==> config.mk <==
export PLATFORM = sky130hd
export DESIGN_NAME = poly_voice_mixer
export DESIGN_NICKNAME = d
export VERILOG_FILES = /design/src/rtl/poly_voice_mixer.sv
export SDC_FILE = /design/constraint.sdc
export NUM_CORES = 1
export LEC_CHECK = 0
export CORE_MARGIN = 3
export CORE_UTILIZATION = 33
export CTS_CLUSTER_DIAMETER = 80
export DETAILED_ROUTE_END_ITERATION = 6
export GPL_ROUTABILITY_DRIVEN = 0
export PLACE_DENSITY = 0.47
export SLEW_MARGIN = 40
export SYNTH_ARGS = -nofsm -noshare
export SYNTH_HDL_FRONTEND = slang
export SYNTH_SLANG_ARGS = --single-unit
==> constraint.sdc <==
create_clock -name clk -period 4.51 [get_ports clk]
set_input_delay 0.6765 -clock clk [delete_from_list [all_inputs] [get_ports clk]]
set_output_delay 0.6765 -clock clk [all_outputs]
set_load 0.05 [all_outputs]
==> src/rtl/poly_voice_mixer.sv <==
// Polyphonic phase-accumulator synth core: N voices with selectable waveform,
// advanced once per sample tick and mixed serially into one DAC sample.
module poly_voice_mixer #(
    parameter int N_VOICES   = 4,
    parameter int PHASE_W    = 16,
    parameter int OUT_W      = 12,
    parameter int SAMPLE_DIV = 250
) (
    input  logic                        clk,
    input  logic                        rst,
    input  logic                        ena,
    input  logic                        cfg_we,
    input  logic [$clog2(N_VOICES)-1:0] cfg_voice,
    input  logic [PHASE_W-1:0]          cfg_inc,
    input  logic [1:0]                  cfg_wave,
    output logic [OUT_W-1:0]            signal,
    output logic                        sample_valid
);

    localparam int IDX_W = $clog2(N_VOICES);
    localparam int CNT_W = $clog2(SAMPLE_DIV);
    localparam int ACC_W = OUT_W + IDX_W;

    localparam logic [CNT_W-1:0] CNT_LAST = CNT_W'(SAMPLE_DIV - 1);
    localparam logic [IDX_W-1:0] IDX_LAST = IDX_W'(N_VOICES - 1);

    typedef enum logic [1:0] {
        WAVE_OFF    = 2'd0,
        WAVE_SQUARE = 2'd1,
        WAVE_SAW    = 2'd2,
        WAVE_TRI    = 2'd3
    } wave_t;

    typedef enum logic [1:0] {
        IDLE,
        ACCUM,
        OUTPUT
    } state_t;

    logic [CNT_W-1:0]   count;
    logic               tick;

    logic [PHASE_W-1:0] phase        [N_VOICES];
    logic [PHASE_W-1:0] pending_inc  [N_VOICES];
    logic [1:0]         pending_wave [N_VOICES];
    logic [1:0]         active_wave  [N_VOICES];

    state_t             state;
    logic [IDX_W-1:0]   idx;
    logic [ACC_W-1:0]   acc;
    logic [ACC_W-1:0]   acc_next;
    logic [OUT_W:0]     phase_top;
    logic [OUT_W-1:0]   voice_value;

    // ------------------------------------------------------------------
    // Sample-rate divider
    // ------------------------------------------------------------------
    assign tick = ena && (count == CNT_LAST);

    always_ff @(posedge clk) begin
        if (rst) begin
            count <= '0;
        end else if (ena) begin
            // NOTE: state registers use non-blocking assignments so every
            // flop samples pre-edge values regardless of statement order.
            count <= (count == CNT_LAST) ? '0 : count + 1'b1;
        end
    end

    // ------------------------------------------------------------------
    // Per-voice config and phase update
    // ------------------------------------------------------------------
    // The phase advance uses the pending increment directly, so only the
    // waveform selection needs an active copy for the mixer to read.
    always_ff @(posedge clk) begin
        if (rst) begin
            // NOTE: these per-voice arrays are a handful of flops, not RAM,
            // so clearing them in reset is cheap and keeps state defined.
            for (int v = 0; v < N_VOICES; v++) begin
                phase[v]        <= '0;
                pending_inc[v]  <= '0;
                pending_wave[v] <= '0;
                active_wave[v]  <= '0;
            end
        end else begin
            if (tick) begin
                for (int v = 0; v < N_VOICES; v++) begin
                    active_wave[v] <= pending_wave[v];
                    if (pending_wave[v] != WAVE_OFF)
                        phase[v] <= phase[v] + pending_inc[v];
                end
            end
            // A write in the tick cycle lands in pending only; the tick above
            // already latched the pre-edge pending values.
            if (cfg_we) begin
                pending_inc[cfg_voice]  <= cfg_inc;
                pending_wave[cfg_voice] <= cfg_wave;
            end
        end
    end

    // ------------------------------------------------------------------
    // Waveform of the voice currently selected by the mixer
    // ------------------------------------------------------------------
    // phase_top holds the MSB plus the OUT_W bits below it: saw takes the
    // upper OUT_W, triangle takes the lower OUT_W.
    assign phase_top = phase[idx][PHASE_W-1 -: OUT_W+1];

    always_comb begin
        // NOTE: default first so every path assigns and no latch is inferred.
        voice_value = '0;
        case (wave_t'(active_wave[idx]))
            WAVE_SQUARE: voice_value = phase_top[OUT_W] ? '1 : '0;
            WAVE_SAW:    voice_value = phase_top[OUT_W:1];
            WAVE_TRI:    voice_value = phase_top[OUT_W] ? ~phase_top[OUT_W-1:0]
                                                        :  phase_top[OUT_W-1:0];
            default:     voice_value = '0;
        endcase
    end

    assign acc_next = acc + ACC_W'(voice_value);

    // ------------------------------------------------------------------
    // Mixer FSM: one voice per cycle, then publish the averaged sample
    // ------------------------------------------------------------------
    always_ff @(posedge clk) begin
        if (rst) begin
            state        <= IDLE;
            idx          <= '0;
            acc          <= '0;
            signal       <= '0;
            sample_valid <= 1'b0;
        end else begin
            sample_valid <= 1'b0;
            case (state)
                IDLE: begin
                    if (tick) begin
                        state <= ACCUM;
                        acc   <= '0;
                        idx   <= '0;
                    end
                end
                ACCUM: begin
                    acc <= acc_next;
                    idx <= idx + 1'b1;
                    if (idx == IDX_LAST) begin
                        // Registered so the pulse and sample appear together
                        // for exactly the OUTPUT cycle.
                        signal       <= acc_next[ACC_W-1 -: OUT_W];
                        sample_valid <= 1'b1;
                        state        <= OUTPUT;
                    end
                end
                OUTPUT: begin
                    state <= IDLE;
                end
                default: begin
                    state <= IDLE;
                end
            endcase
        end
    end

endmodule

==> impl_metrics.env <==
export IMPL_design_area_um2=12100
export IMPL_maxCapViolations=0
export IMPL_htreeDepth=4
export IMPL_area_growth_pct=13.2
export IMPL_wl_um=24600
export IMPL_period_minus_slack_ps=4020
export IMPL_slew_violations=0
export IMPL_clock_path_buffers=2
export IMPL_port_buffers=36
export IMPL_grt_antenna_before_repair=0
export IMPL_ys_seq_area_frac=0.482
export IMPL_grt_ovfl_total=0
export IMPL_grt_pass1_vias=7173
export IMPL_cts_resized=0
export IMPL_worst_path_buf_inv=0
export IMPL_min_period_over_period=0.890
export IMPL_clk_latency_ps=450
export IMPL_wl_per_cell_um=17.1
export IMPL_setup_viol=0
export IMPL_drive_gt1_frac=0.0795
export IMPL_io_pins=37
export IMPL_crit_top_cell="a21oi_1"
export IMPL_synth_edff_count=144
export IMPL_dieWidth_um=186
export IMPL_postRouteAntennaNets=0
export IMPL_drt_initial_drc_count=389
export IMPL_vias=7192
export IMPL_p_per_area_nw_per_um2=331
export IMPL_crit_fanout=15
export IMPL_finClkSkew_ps=14.9
export IMPL_core_um2=31700
export IMPL_synthDistinctLibCells=63
export IMPL_avgViaCountPerCell=5.02
export IMPL_path_class="reg2reg"
export IMPL_drt_first_pass_iters=4
export IMPL_cts_made_buffers=17
export IMPL_die_y_um=186
export IMPL_critPathTopFamily="simple AND/OR/NAND/NOR gates"
export IMPL_grt_setup_unrepaired="false"
export IMPL_crit_slowest_cell="mux4_2"
export IMPL_setup_slack_ps=494
export IMPL_fin_util=0.381
export IMPL_antenna_cells=0
export IMPL_slowest_delay_ps=700
export IMPL_leakagePower_uw=0.00465
export IMPL_track_usage=0.148
export IMPL_critPathArrivalTime_ps=4340
export IMPL_synth_warnings=0
export IMPL_initial_utilization=0.336
export IMPL_status="finished clean"
export IMPL_die_area_um2=34500
export IMPL_drc=0
export IMPL_fmax_mhz=249
export IMPL_critPathCaptureType="flop"
export IMPL_path_cells="mux4_2 -> nor2b_1 -> a22o_1 -> ha_1 -> fa_1 -> a21o_1 -> a21oi_1 -> o21ai_0 -> nor3b_1 -> or4_1 -> nand3_1 -> a21oi_1"
export IMPL_tns_ps=0
export IMPL_synthArstFlopShare=0
export IMPL_ctsHoldBuffers=0
export IMPL_dp_hpwl_um=19200
export IMPL_hold_violations=0
export IMPL_num_rows=65
export IMPL_cts_setup_buffers=0
export IMPL_tightest_slew_ps=761
export IMPL_syn_area_um2=10700
export IMPL_worstHoldPathType="reg2reg"
export IMPL_max_slew_margin_rel=0.492
export IMPL_avgSynthCellArea_um2=10.8
export IMPL_place_area_um2=11500
export IMPL_grt_pass1_wl_um=39300
export IMPL_pre_cts_ws_ps=521
export IMPL_path_clk_slew_ps=80
export IMPL_cts_tree="done"
export IMPL_syn_num_nets=1088
export IMPL_startpoint_type="flop"
export IMPL_fillers=3151
export IMPL_vdd_drop_max_uv=254
export IMPL_ys_seq_elements=185
export IMPL_cts_root_buf="clkbuf_16"
export IMPL_cp_required_ps=4830
export IMPL_synthFlopType="edfxtp_1"
export IMPL_cts_sinks=185
export IMPL_fin_nets=1122
export IMPL_grt_max_degree=32
export IMPL_syn_inst=984
[synthesized netlist by cell type (all sizes together), types with 8 or more instances]
cell / count / area (um2)
or2: 8 / 50.1
xor2: 26 / 228
a21oi: 54 / 274
nor2: 108 / 408
buf: 11 / 68.8
and2: 84 / 526
dfxtp: 41 / 821
o21ai: 36 / 188
edfxtp: 144 / 4320
nand3: 13 / 65.1
nor3: 22 / 110
a22o: 11 / 96.3
o21a: 14 / 105
o21bai: 12 / 90.1
ha: 75 / 938
clkbuf: 24 / 90.1
a21o: 24 / 180
nand2b: 10 / 62.6
nor2b: 14 / 87.6
or3: 8 / 50.1
inv: 30 / 113
a211oi: 20 / 160
nand2: 53 / 199
a22oi: 12 / 90.1
xnor2: 40 / 350
mux4: 15 / 338
[metrics by stage]
stage               cells  power [uW]  hold slack (ps)
finish               1433        4000              456
global route         1433        4190              474
CTS                  1433        4060              458
detailed placement   1401        2510              447
global placement     1401        2510              442
floorplan             984        2360              442
[final cells by class]
| class | instances | area, um2 | share of cell area |
|---|---|---|---|
| repair buffers | 50 | 460 | 0.0381 |
| clock buffers | 17 | 425 | 0.0352 |
| well taps | 402 | 503 | 0.0416 |
| inverters | 30 | 113 | 0.00932 |
| multi-input cells | 734 | 5260 | 0.436 |
| flip-flops and latches | 185 | 5140 | 0.426 |
| clock inverters | 15 | 171 | 0.0142 |
[final timing paths]
path                           from                 endpoint  slack (ps)  cells after the start
max                            flop  signal[10]$_SDFFE_PP0P_         490                     12
max reg2reg                    flop  signal[10]$_SDFFE_PP0P_         490                     12
min reg2reg  signal[5]$_SDFFE_PP0P_   signal[5]$_SDFFE_PP0P_         460                      2
min          signal[5]$_SDFFE_PP0P_   signal[5]$_SDFFE_PP0P_         460                      2
[logic make-up after synthesis]
group,synth area share
and+or+nand+nor,0.162
DFF,0.482
adders and majority gates,0.0973
xor gates and xnor gates,0.0542
buffers and inverters,0.0254
AOI/OAI and AO/OA,0.144
muxes,0.0346
[tightest hold or removal path, stage by stage, from the launching register on]
cell     delay [ps]
dfxtp_1         310
nand2_1          50
a21oi_1          50
[power breakdown]
group	internal, uW	switching, uW
combinational	224	283
clock	750	781
sequential	1910	48.8
[layer usage]
layer,up-vias,routed length [um],GRT usage
met5,-,0,0
li1,3679,-,-
met2,82,11300,0.237
met1,3418,12500,0.210
met3,13,605,0.0274
met4,0,194,0.0331
[sequential cells by signal, indices dropped and copies added (netlist names), named ones only]
signal	count
pending_inc	64
pending_wave	8
idx	2
count	8
phase	64
sample_valid	1
signal	12
acc	14
state	2
active_wave	8
[layout by cell type, fill, tap and decap left out, types with 18 or more instances in the layout]
master / synthesis / final
a211oi_1: 18 / 18
a21o_1: 24 / 24
a21oi_1: 53 / 53
and2_1: 84 / 84
clkdlybuf4s50_1: 0 / 35
dfxtp_1: 41 / 41
edfxtp_1: 144 / 144
ha_1: 75 / 75
inv_1: 30 / 30
nand2_1: 53 / 53
nor2_1: 107 / 106
nor3_1: 22 / 22
o21ai_0: 33 / 33
xnor2_1: 40 / 40
xor2_1: 26 / 26
Power figures use the tool's default switching activity.
